### src/rtl/zbreak.sv
// ---------------------------------------------------------------------------
// zbreak -- Z80 breakpoint unit feeding the imm_nmi input of the NMI
// generator.
//
// Every opcode fetch (M1) address is compared against NUM_BP programmable
// breakpoints. On a hit imm_nmi is raised until the end of that M1 cycle.
// The FSM then follows the NMI through acceptance, handler execution and
// return. This stops the breakpoint from retriggering inside the handler or
// on the RETN target fetch.
//
// Optional feature macro: BRK_WATCH_EN
//   When defined, CTL.TYPE also selects memory-read / memory-write watch
//   breakpoints. Without it only TYPE=00 (execute) can match, and rd_n/wr_n
//   are unused.
//
// Ports
//   rst_n      async active-low reset
//   fclk       system clock
//   zpos/zneg  one-fclk Z80 clock edge strobes
//   m1_n, mreq_n, rd_n, wr_n, a   Z80 bus
//   in_nmi     NMI-mode flag from the NMI generator
//   cfg_wr/cfg_sel/cfg_din/cfg_dout   zports register access
//   imm_nmi    immediate NMI request (level)
//   bp_active  FSM is not IDLE
//
// Registers (cfg_sel): 0 IDX, 1 ADDR_LO[IDX], 2 ADDR_HI[IDX], 3 CTL[IDX],
//   4 GCTL (bit0 GEN, bit1 CLR self-clearing), 5 HITMASK (ro),
//   6 HITCNT (ro), 7 LASTIDX (ro).
// NUM_BP must be in 1..8.
// ---------------------------------------------------------------------------
module zbreak #(
  parameter int NUM_BP = 4,
  parameter int TMO_W  = 8
) (
  input  logic        rst_n,
  input  logic        fclk,
  input  logic        zpos,
  input  logic        zneg,
  input  logic        m1_n,
  input  logic        mreq_n,
  input  logic        rd_n,
  input  logic        wr_n,
  input  logic [15:0] a,
  input  logic        in_nmi,
  input  logic        cfg_wr,
  input  logic [2:0]  cfg_sel,
  input  logic [7:0]  cfg_din,
  output logic [7:0]  cfg_dout,
  output logic        imm_nmi,
  output logic        bp_active
);

  typedef enum logic [2:0] {
    S_IDLE,
    S_ARMED,
    S_FIRED,
    S_WAIT_NMI,
    S_IN_NMI,
    S_SKIP
  } state_e;

  state_e             state_q, state_d;
  logic               imm_nmi_q, imm_nmi_d;
  logic [TMO_W-1:0]   tmo_q, tmo_d;

  logic [2:0]         idx_q;
  logic               gen_q;
  logic [15:0]        addr_q [NUM_BP];
  logic [3:0]         ctl_q  [NUM_BP];
  logic [7:0]         hitmask_q, hitmask_d;
  logic [7:0]         hitcnt_q, hitcnt_d;
  logic [2:0]         lastidx_q, lastidx_d;

  logic               m1_n_s_q, mreq_n_s_q, fetch_q;
  logic               fetch, fetch_start, fetch_end;
  logic               access_end;

  logic [7:0]         match;
  logic               any_match;
  logic [2:0]         win_idx;
  logic               hit;

  // -------------------------------------------------------------------------
  // Fetch detection: /M1 is sampled on the Z80 rising edge, /MREQ on the
  // falling edge, so fetch rises half a T-state after /MREQ goes low.
  // Synchronisers idle high so no phantom fetch appears out of reset.
  // -------------------------------------------------------------------------
  // NOTE: state is updated only with non-blocking assignments so every flop
  // samples pre-edge values regardless of process ordering.
  always_ff @(posedge fclk or negedge rst_n) begin
    if (!rst_n) begin
      m1_n_s_q   <= 1'b1;
      mreq_n_s_q <= 1'b1;
      fetch_q    <= 1'b0;
    end else begin
      if (zpos) m1_n_s_q <= m1_n;
      if (zneg) mreq_n_s_q <= mreq_n;
      fetch_q <= fetch;
    end
  end

  assign fetch       = ~(m1_n_s_q | mreq_n_s_q);
  assign fetch_start = fetch & ~fetch_q;
  assign fetch_end   = ~fetch & fetch_q;

`ifdef BRK_WATCH_EN
  // Data access watch: start is the registered falling edge of the
  // active-low access strobe; end is /MREQ seen high again on zneg.
  logic rd_acc, wr_acc, rd_acc_q, wr_acc_q, mreq_n_s_d1_q;
  logic rd_start, wr_start;
  logic fired_watch_q, fired_watch_d;

  assign rd_acc = ~(mreq_n | rd_n) & m1_n;
  assign wr_acc = ~(mreq_n | wr_n);

  always_ff @(posedge fclk or negedge rst_n) begin
    if (!rst_n) begin
      rd_acc_q      <= 1'b0;
      wr_acc_q      <= 1'b0;
      mreq_n_s_d1_q <= 1'b1;
      fired_watch_q <= 1'b0;
    end else begin
      rd_acc_q      <= rd_acc;
      wr_acc_q      <= wr_acc;
      mreq_n_s_d1_q <= mreq_n_s_q;
      fired_watch_q <= fired_watch_d;
    end
  end

  assign rd_start   = rd_acc & ~rd_acc_q;
  assign wr_start   = wr_acc & ~wr_acc_q;
  assign access_end = fired_watch_q ? (mreq_n_s_q & ~mreq_n_s_d1_q) : fetch_end;
`else
  logic unused_watch;
  assign unused_watch = &{1'b0, rd_n, wr_n};
  assign access_end   = fetch_end;
`endif

  // -------------------------------------------------------------------------
  // Comparators. Registered ADDR/CTL are used, so a config write landing in
  // the same fclk as the event is compared against the old value.
  // -------------------------------------------------------------------------
  // NOTE: every variable assigned in an always_comb gets a default at the top
  // so no path leaves it unassigned and no latch is inferred.
  always_comb begin
    match   = '0;
    win_idx = '0;
    for (int n = 0; n < NUM_BP; n++) begin
`ifdef BRK_WATCH_EN
      match[n] = ctl_q[n][0] & (addr_q[n] == a) &
                 (((ctl_q[n][3:2] == 2'b00) & fetch_start) |
                  (ctl_q[n][2] & rd_start) | (ctl_q[n][3] & wr_start));
`else
      match[n] = ctl_q[n][0] & (addr_q[n] == a) &
                 (ctl_q[n][3:2] == 2'b00) & fetch_start;
`endif
    end
    // Lowest index wins: scan downward so the last assignment is the lowest.
    for (int n = NUM_BP - 1; n >= 0; n--) begin
      if (match[n]) win_idx = 3'(n);
    end
  end

  assign any_match = |match;

  // -------------------------------------------------------------------------
  // Config write decode
  // -------------------------------------------------------------------------
  logic wr_gctl, gen_off, clr;
  assign wr_gctl = cfg_wr & (cfg_sel == 3'd4);
  assign gen_off = wr_gctl & ~cfg_din[0];
  assign clr     = wr_gctl &  cfg_din[1];

  // -------------------------------------------------------------------------
  // FSM
  // -------------------------------------------------------------------------
  always_ff @(posedge fclk or negedge rst_n) begin
    if (!rst_n) begin
      state_q   <= S_IDLE;
      imm_nmi_q <= 1'b0;
      tmo_q     <= '0;
    end else begin
      state_q   <= state_d;
      imm_nmi_q <= imm_nmi_d;
      tmo_q     <= tmo_d;
    end
  end

  always_comb begin
    state_d   = state_q;
    imm_nmi_d = imm_nmi_q;
    tmo_d     = tmo_q;
    hit       = 1'b0;
`ifdef BRK_WATCH_EN
    fired_watch_d = fired_watch_q;
`endif
    unique case (state_q)
      S_IDLE: begin
        if (gen_q) state_d = S_ARMED;
      end
      S_ARMED: begin
        // A hit while already inside an NMI handler is ignored.
        if (any_match && !in_nmi) begin
          hit       = 1'b1;
          imm_nmi_d = 1'b1;
          tmo_d     = '0;
          state_d   = S_FIRED;
`ifdef BRK_WATCH_EN
          fired_watch_d = ~fetch_start;
`endif
        end
      end
      S_FIRED: begin
        if (access_end) begin
          imm_nmi_d = 1'b0;
          state_d   = S_WAIT_NMI;
        end
      end
      S_WAIT_NMI: begin
        if (in_nmi) begin
          state_d = S_IN_NMI;
        end else if (fetch_start) begin
          // Give up once the counter reaches all-ones: NMI was never taken.
          tmo_d = tmo_q + TMO_W'(1);
          if (&tmo_d) state_d = S_ARMED;
        end
      end
      S_IN_NMI: begin
        if (!in_nmi) state_d = S_SKIP;
      end
      S_SKIP: begin
        // The first fetch after the handler is the RETN target; let it pass.
        if (fetch_start) state_d = S_ARMED;
      end
      default: state_d = S_IDLE;
    endcase

    // Disabling wins over anything else, including a hit this cycle.
    if (gen_off || !gen_q) begin
      state_d   = S_IDLE;
      imm_nmi_d = 1'b0;
      hit       = 1'b0;
    end
  end

  assign imm_nmi   = imm_nmi_q;
  assign bp_active = (state_q != S_IDLE);

  // -------------------------------------------------------------------------
  // Hit statistics. A hit coinciding with CLR is applied on top of the
  // cleared values.
  // -------------------------------------------------------------------------
  always_comb begin
    hitmask_d = clr ? 8'h00 : hitmask_q;
    hitcnt_d  = clr ? 8'h00 : hitcnt_q;
    lastidx_d = clr ? 3'd0  : lastidx_q;
    if (hit) begin
      hitmask_d = hitmask_d | match;
      if (hitcnt_d != 8'hFF) hitcnt_d = hitcnt_d + 8'd1;
      lastidx_d = win_idx;
    end
  end

  // -------------------------------------------------------------------------
  // Configuration registers
  // -------------------------------------------------------------------------
  always_ff @(posedge fclk or negedge rst_n) begin
    if (!rst_n) begin
      idx_q     <= '0;
      gen_q     <= 1'b0;
      hitmask_q <= '0;
      hitcnt_q  <= '0;
      lastidx_q <= '0;
      // NOTE: the breakpoint table is a handful of flops, not a RAM, so it is
      // reset like any other register and never powers up enabled.
      for (int n = 0; n < NUM_BP; n++) begin
        addr_q[n] <= '0;
        ctl_q[n]  <= '0;
      end
    end else begin
      hitmask_q <= hitmask_d;
      hitcnt_q  <= hitcnt_d;
      lastidx_q <= lastidx_d;
      if (cfg_wr && cfg_sel == 3'd0) idx_q <= cfg_din[2:0];
      if (wr_gctl) gen_q <= cfg_din[0];
      for (int n = 0; n < NUM_BP; n++) begin
        // One-shot drops EN on hit; a software CTL write in the same cycle
        // is later in the block and takes precedence.
        if (hit && match[n] && ctl_q[n][1]) ctl_q[n][0] <= 1'b0;
        // IDX values >= NUM_BP match no entry, so those writes are dropped.
        if (cfg_wr && idx_q == 3'(n)) begin
          case (cfg_sel)
            3'd1:    addr_q[n][7:0]  <= cfg_din;
            3'd2:    addr_q[n][15:8] <= cfg_din;
            3'd3:    ctl_q[n]        <= cfg_din[3:0];
            default: ;
          endcase
        end
      end
    end
  end

  // -------------------------------------------------------------------------
  // Read-back mux
  // -------------------------------------------------------------------------
  logic [15:0] sel_addr;
  logic [3:0]  sel_ctl;

  always_comb begin
    sel_addr = '0;
    sel_ctl  = '0;
    for (int n = 0; n < NUM_BP; n++) begin
      if (idx_q == 3'(n)) begin
        sel_addr = addr_q[n];
        sel_ctl  = ctl_q[n];
      end
    end
  end

  always_comb begin
    cfg_dout = 8'h00;
    case (cfg_sel)
      3'd0:    cfg_dout = {5'b0, idx_q};
      3'd1:    cfg_dout = sel_addr[7:0];
      3'd2:    cfg_dout = sel_addr[15:8];
      3'd3:    cfg_dout = {4'b0, sel_ctl};
      3'd4:    cfg_dout = {7'b0, gen_q};
      3'd5:    cfg_dout = hitmask_q;
      3'd6:    cfg_dout = hitcnt_q;
      3'd7:    cfg_dout = {5'b0, lastidx_q};
      default: cfg_dout = 8'h00;
    endcase
  end

endmodule

### config.mk
export PLATFORM = sky130hd
export DESIGN_NAME = zbreak
export DESIGN_NICKNAME = d
export VERILOG_FILES = /design/src/rtl/zbreak.sv
export SDC_FILE = /design/constraint.sdc
export NUM_CORES = 1
export LEC_CHECK = 0
export ABC_AREA = 1
export ABC_CLOCK_PERIOD_IN_PS = 2900
export BUFFER_PORTS_ARGS = -buffer_cell sky130_fd_sc_hd__buf_2
export CAP_MARGIN = 5
export CORE_MARGIN = 2
export CORE_UTILIZATION = 60
export DETAILED_ROUTE_END_ITERATION = 10
export PLACE_DENSITY = 0.91
export SLEW_MARGIN = 10
export SYNTH_ARGS = -nofsm -noshare
export SYNTH_HDL_FRONTEND = slang
export SYNTH_SLANG_ARGS = --single-unit
### constraint.sdc
create_clock -name fclk -period 2.9 [get_ports fclk]
set_clock_uncertainty 0.15 [all_clocks]
set_input_delay 0.29 -clock fclk [delete_from_list [all_inputs] [get_ports fclk]]
set_output_delay 0.29 -clock fclk [all_outputs]
set_load 0.1 [all_outputs]
## Yosys cells after proc, flatten, opt, wreduce, memory -nomap -nowiden

Index checks and enable logic that the tools add are counted.

| word-level totals | value |
|---|---|
| register bits after elaboration | 118 |
| bits in latches | 0 |
| bits in writable memories | 0 |
| ROM bits | 0 |
| input port bits | 37 |
| output and inout bits | 10 |
| logic and storage cells | 179 |
| memories kept | 0 |

| operators by class | value |
|---|---|
| add/sub/neg operators | 2 |
| multiply operators | 0 |
| div/mod/pow operators | 0 |
| order comparisons | 0 |
| equal/unequal tests | 30 |
| shift operators | 0 |
| mux-type cells | 53 |
| bitwise operators | 22 |
| reduce and logical (&&, ||, !) cells | 45 |

Operators by type and width:

| kind | number |
|---|---|
| $eq 16x16->1 | 4 |
| $mux 16 | 4 |
| $mux 8 | 8 |
| $pmux 8 s8 | 1 |
| $mux 3 | 11 |
| $reduce_and 2->1 | 12 |
| $eq 3x2->1 const B | 6 |
| $eq 3x3->1 const B | 6 |
| $mux 1 | 18 |
| $pmux 3 s6 | 1 |
| $and 1x1->1 | 17 |
| $add 8x1->8 const B | 2 |
| $mux 4 | 4 |
| $pmux 8 s2 | 1 |
| $ne 3x3->1 const B | 5 |
| $logic_and 1x1->1 | 14 |
| $eq 3x1->1 const B | 3 |
| $logic_not 3->1 | 3 |
| $logic_not 2->1 | 4 |
| $mux 2 | 4 |
| $ne 4x4->1 const B | 2 |
| $ne 8x8->1 const B | 1 |
| $or 8x4->8 | 1 |
| $reduce_and 8->1 | 1 |
| 12 further kinds | 19 |

## Depth between registers and ports, before layout

| depth | value |
|---|---|
| word-level depth | 14 |
| depth in mapped cells | 17 |
| depth with buffers taken out | 16 |

## Worst setup path after synthesis

No wires, ideal clock.

| timing path | value |
|---|---|
| kind | input port to output port |
| start | input cfg_sel[2] |
| end | output cfg_dout[7] |
| arrival time | 3582 ps |
| data required time | 2460 ps |
| slack | -1122 ps |
| stages on the path | 5 |
| path buffers | 2 |
| cell sequence | clkbuf_1 -> nor3_1 -> clkbuf_1 -> a221oi_1 -> o31ai_1 |

| between the ends | value |
|---|---|
| word-level cells in the longest chain between the ends | 2 |
| elaborated cells between the ends (all ways) | 9 |
| those cells by class | eq/ne (7); mux (1); reduce/logical (1) |

Ends and longest elaborated chain:

| element | RTL line | RTL |
|---|---|---|
| start: declaration | 46 | `input logic [2:0] cfg_sel,` |
| $eq 3x3->1 (tied with other cells) | 322 | `case (cfg_sel)` |
| $pmux 8 s8 * | 322 |  |
| end: declaration | 48 | `output logic [7:0] cfg_dout,` |

Mark *: on every way between the ends. The rest lies on a longest branch, timed or not.

## Worst setup path in the final report

| timing path | value |
|---|---|
| start | register idx_q[0] |
| end | output cfg_dout[3] |

| between the ends | value |
|---|---|
| word-level cells in the longest chain between the ends | 6 |
| elaborated cells between the ends (all ways) | 13 |
| those cells by class | eq/ne (3); mux (9); reduce/logical (1) |

Ends and longest elaborated chain:

| element | RTL line | RTL |
|---|---|---|
| start: declaration | 66 | `logic [2:0] idx_q;` |
| start signal: assignment | 284 | `if (cfg_wr && cfg_sel == 3'd0) idx_q <= cfg_din[2:0];` |
| $logic_not 3->1 | 313 | `if (idx_q == 3'(n)) begin` |
| $mux 4 / $mux 16 (equally long branches) (4 in a row) | 313 |  |
| $pmux 8 s8 * | 322 |  |

Marks and branches as above.

==> metrics.cfg <==
[run_status]
status=finished, final reports clean

[grt]
antenna_found_initial=0
gr-usage-all-layers=0.414
grt_pass1_wl_um=39300
grt_overflow=0
grt_max_degree=64
grt_pass1_vias=7239

[yosys]
synth_edf_count=0
synthArstFlopShare=1.00
yosys_most_used_dff=dfrtp_1
synth.distinct_cells=47
syn-cell-area_um2=7110
synth_seq_area_share=0.398
syn_nets=1050
ys_seq_elements=113
syn_inst=1010
yosysWarnings=0
avgSynthCellArea_um2=7.04

[die]
num_rows=39
coreArea_um2=11500
dieWidth_um=113
fp.dieH_um=113
die-area_um2=12700
pin_count=47
initial_core_util=0.620

[power]
p_sw_mw=2.58
p_clk_frac=0.318
ir_drop_mv=0.647
p_sw_frac=0.394
p_seq_frac=0.358
leakagePower_nw=4.04
p_total_mw=6.55
p_per_area_nw_per_um2=776
comb_power_share=0.324
cell_internal_pwr_mw=3.97

[place]
dp_cells=1192
hpwl_um=19000
io_buffers=44
place.gp.congestion=1.07

[setup_path]
worstPathArrival_ns=2.40
cp_max_fo=9
worstPathRequired_ns=2.46
worstSetupPathType=reg2out
crit_buf_inv=3
worst_setup_path_end_kind=primary output
critical-path-top-delay-family=compound AO/OA/AOI/OAI gates
reg2reg_setup_slack_ns=0.21
slowest_delay_ns=0.44
slowest_stage=dfrtp_2
cp-start-kind=register
cp_cell_sequence=nor2_4 > inv_4 > nor2_4 > buf_6 > a221o_1 > o21ai_0 > a21oi_1 > o21ai_0 > nand4_1 > buf_12

[routing]
drc=0
ant_nets=0
wl_per_cell_um=20.7
first_pass_iters=8
drt-total-wl_um=25600
avgViaCountPerCell=6.16
first_iter_violations=954
num_vias=7625

[cts]
htree_levels=4
cts_tree=built
clock_sinks=113
cts.clk_slew.worst_paths_ns=0.05
clockBufferDepth=2
clock_latency_ns=0.44
cts_buffers=17
cts_root_buf=clkbuf_16

[timing]
timing.slew.headroom=0.509
tightestPinTransition_ns=0.735
rsz0062_at_grt=false
slew_violations=0
fmax_mhz=352
layout_min_cycle_time_ns=2.84
hold_viol_final=0
tns_ns=0
fin_crit_sh=0.980
finalSetupViolCount=0

[run]
max-cap-violations=0

[final_layout]
antenna_cells=0
instances_no_fill=1237
nNetsFinal=1121
final_cell_mix=nand2_1, inv_1, o21ai_0
drive_gt1_frac=0.122
areaGrowthSynthToFinish_pct=18.7
fillers=952
layout_commonest_cell=nand2_1

[min_path]
min_path_type=in2reg

## cells in the mapped netlist (7+ instances only)
| cell | n | area [um^2] |
|---|---|---|
| clkbuf_1 | 14 | 52.6 |
| dfrtp_1 | 111 | 2780 |
| o221ai_1 | 12 | 105 |
| o21ai_0 | 115 | 576 |
| inv_1 | 120 | 450 |
| a221oi_1 | 9 | 78.8 |
| nand3_1 | 63 | 315 |
| nor2_1 | 90 | 338 |
| nand2_1 | 304 | 1140 |
| nor3_1 | 12 | 60.1 |
| o22ai_1 | 12 | 75.1 |
| nand4_1 | 24 | 150 |
| nor2_2 | 7 | 43.8 |
| xor2_1 | 14 | 123 |
| a21oi_1 | 14 | 70.1 |
| xnor2_1 | 25 | 219 |
## cell type report
class | count | area [um^2] | share of cell area
Tap cell | 143 | 179 | 0.0212
Inverter | 124 | 469 | 0.0556
Clock buffer | 22 | 474 | 0.0562
Timing Repair Buffer | 75 | 621 | 0.0735
Multi-Input combinational cell | 750 | 3750 | 0.445
Clock inverter | 10 | 109 | 0.0129
Sequential cell | 113 | 2830 | 0.336
## power groups by stage
stage | clock, mW | sequential, mW | combinational, mW
after global routing | 2.15 | 2.37 | 2.31
final | 2.08 | 2.34 | 2.12
after detailed placement | 0 | 2.32 | 2.00
after floorplan | 0 | 2.20 | 1.40
after global placement | 0 | 2.32 | 1.95
after CTS | 2.08 | 2.31 | 2.03
## metrics by stage
| step | area (um^2) | hold WS (ns) | worst slack (ns) | util |
|---|---|---|---|---|
| after CTS | 8390 | 0.0102 | 0.0239 | 0.731 |
| after detailed placement | 7700 | -0.0331 | 0.314 | 0.671 |
| final | 8440 | 0.0396 | 0.0588 | 0.736 |
| after global routing | 8440 | 0.0416 | 0.0191 | 0.736 |
| after global placement | 7700 | -0.0347 | 0.385 | 0.671 |
| after floorplan | 7140 | -0.156 | -0.262 | - |
## path summary, 6_finish.rpt
check / depth (start not counted) / startpoint / endpoint
max: 10 / idx_q[0] / cfg_dout[3]
min: 3 / cfg_din[4] / addr_q[28]
min in group asynchronous: 2 / rst_n / addr_q[37]
max in group asynchronous: 3 / rst_n / ctl_q[7]
min reg2reg: 2 / hitmask_q[3] / hitmask_q[3]
max reg2reg: 15 / mreq_n_s_q / hitcnt_q[5]
## worst reg2reg max path: cells and delay by family, from the launching register on
kind                      cells  cell delay, ns
DFF                           1            0.37
and+or+nand+nor              12            1.54
buffers and inverters         2            0.38
xor gates and xnor gates      1            0.14
## logic make-up (layout without fill, tap and decap cells)
group,count (synthesis),after routing,share of synthesized area
mux,2,2,0.00317
buf+inv,147,231,0.0813
compound gates,177,177,0.144
simple gates,529,529,0.320
xor+xnor,39,39,0.0480
flops,113,113,0.398
fa+ha+maj,3,3,0.00528
## per-layer routing
layer | global-route usage | routed length (um)
met1 | 0.562 | 10200
met2 | 0.627 | 11300
met3 | 0.145 | 3420
met4 | 0.134 | 762
met5 | 0 | 0
## state kept, by name, summed over array words and instances (netlist names)
name and count:
ctl_q 16, imm_nmi 1, lastidx_q 2, state_q 3, addr_q 64, fetch_q 1, hitcnt_q 8, gen_q 1
m1_n_s_q 1, hitmask_q 4, idx_q 3, mreq_n_s_q 1, tmo_q 8
## timing repair
action	CTS	global route
endpoints found under the hold margin	123	0
resized for setup	3	10
endpoints found under the setup margin	3	6
hold buffers	10	0
pin swaps	0	2
buffers inserted	0	3
Power figures use the tool's default switching activity.
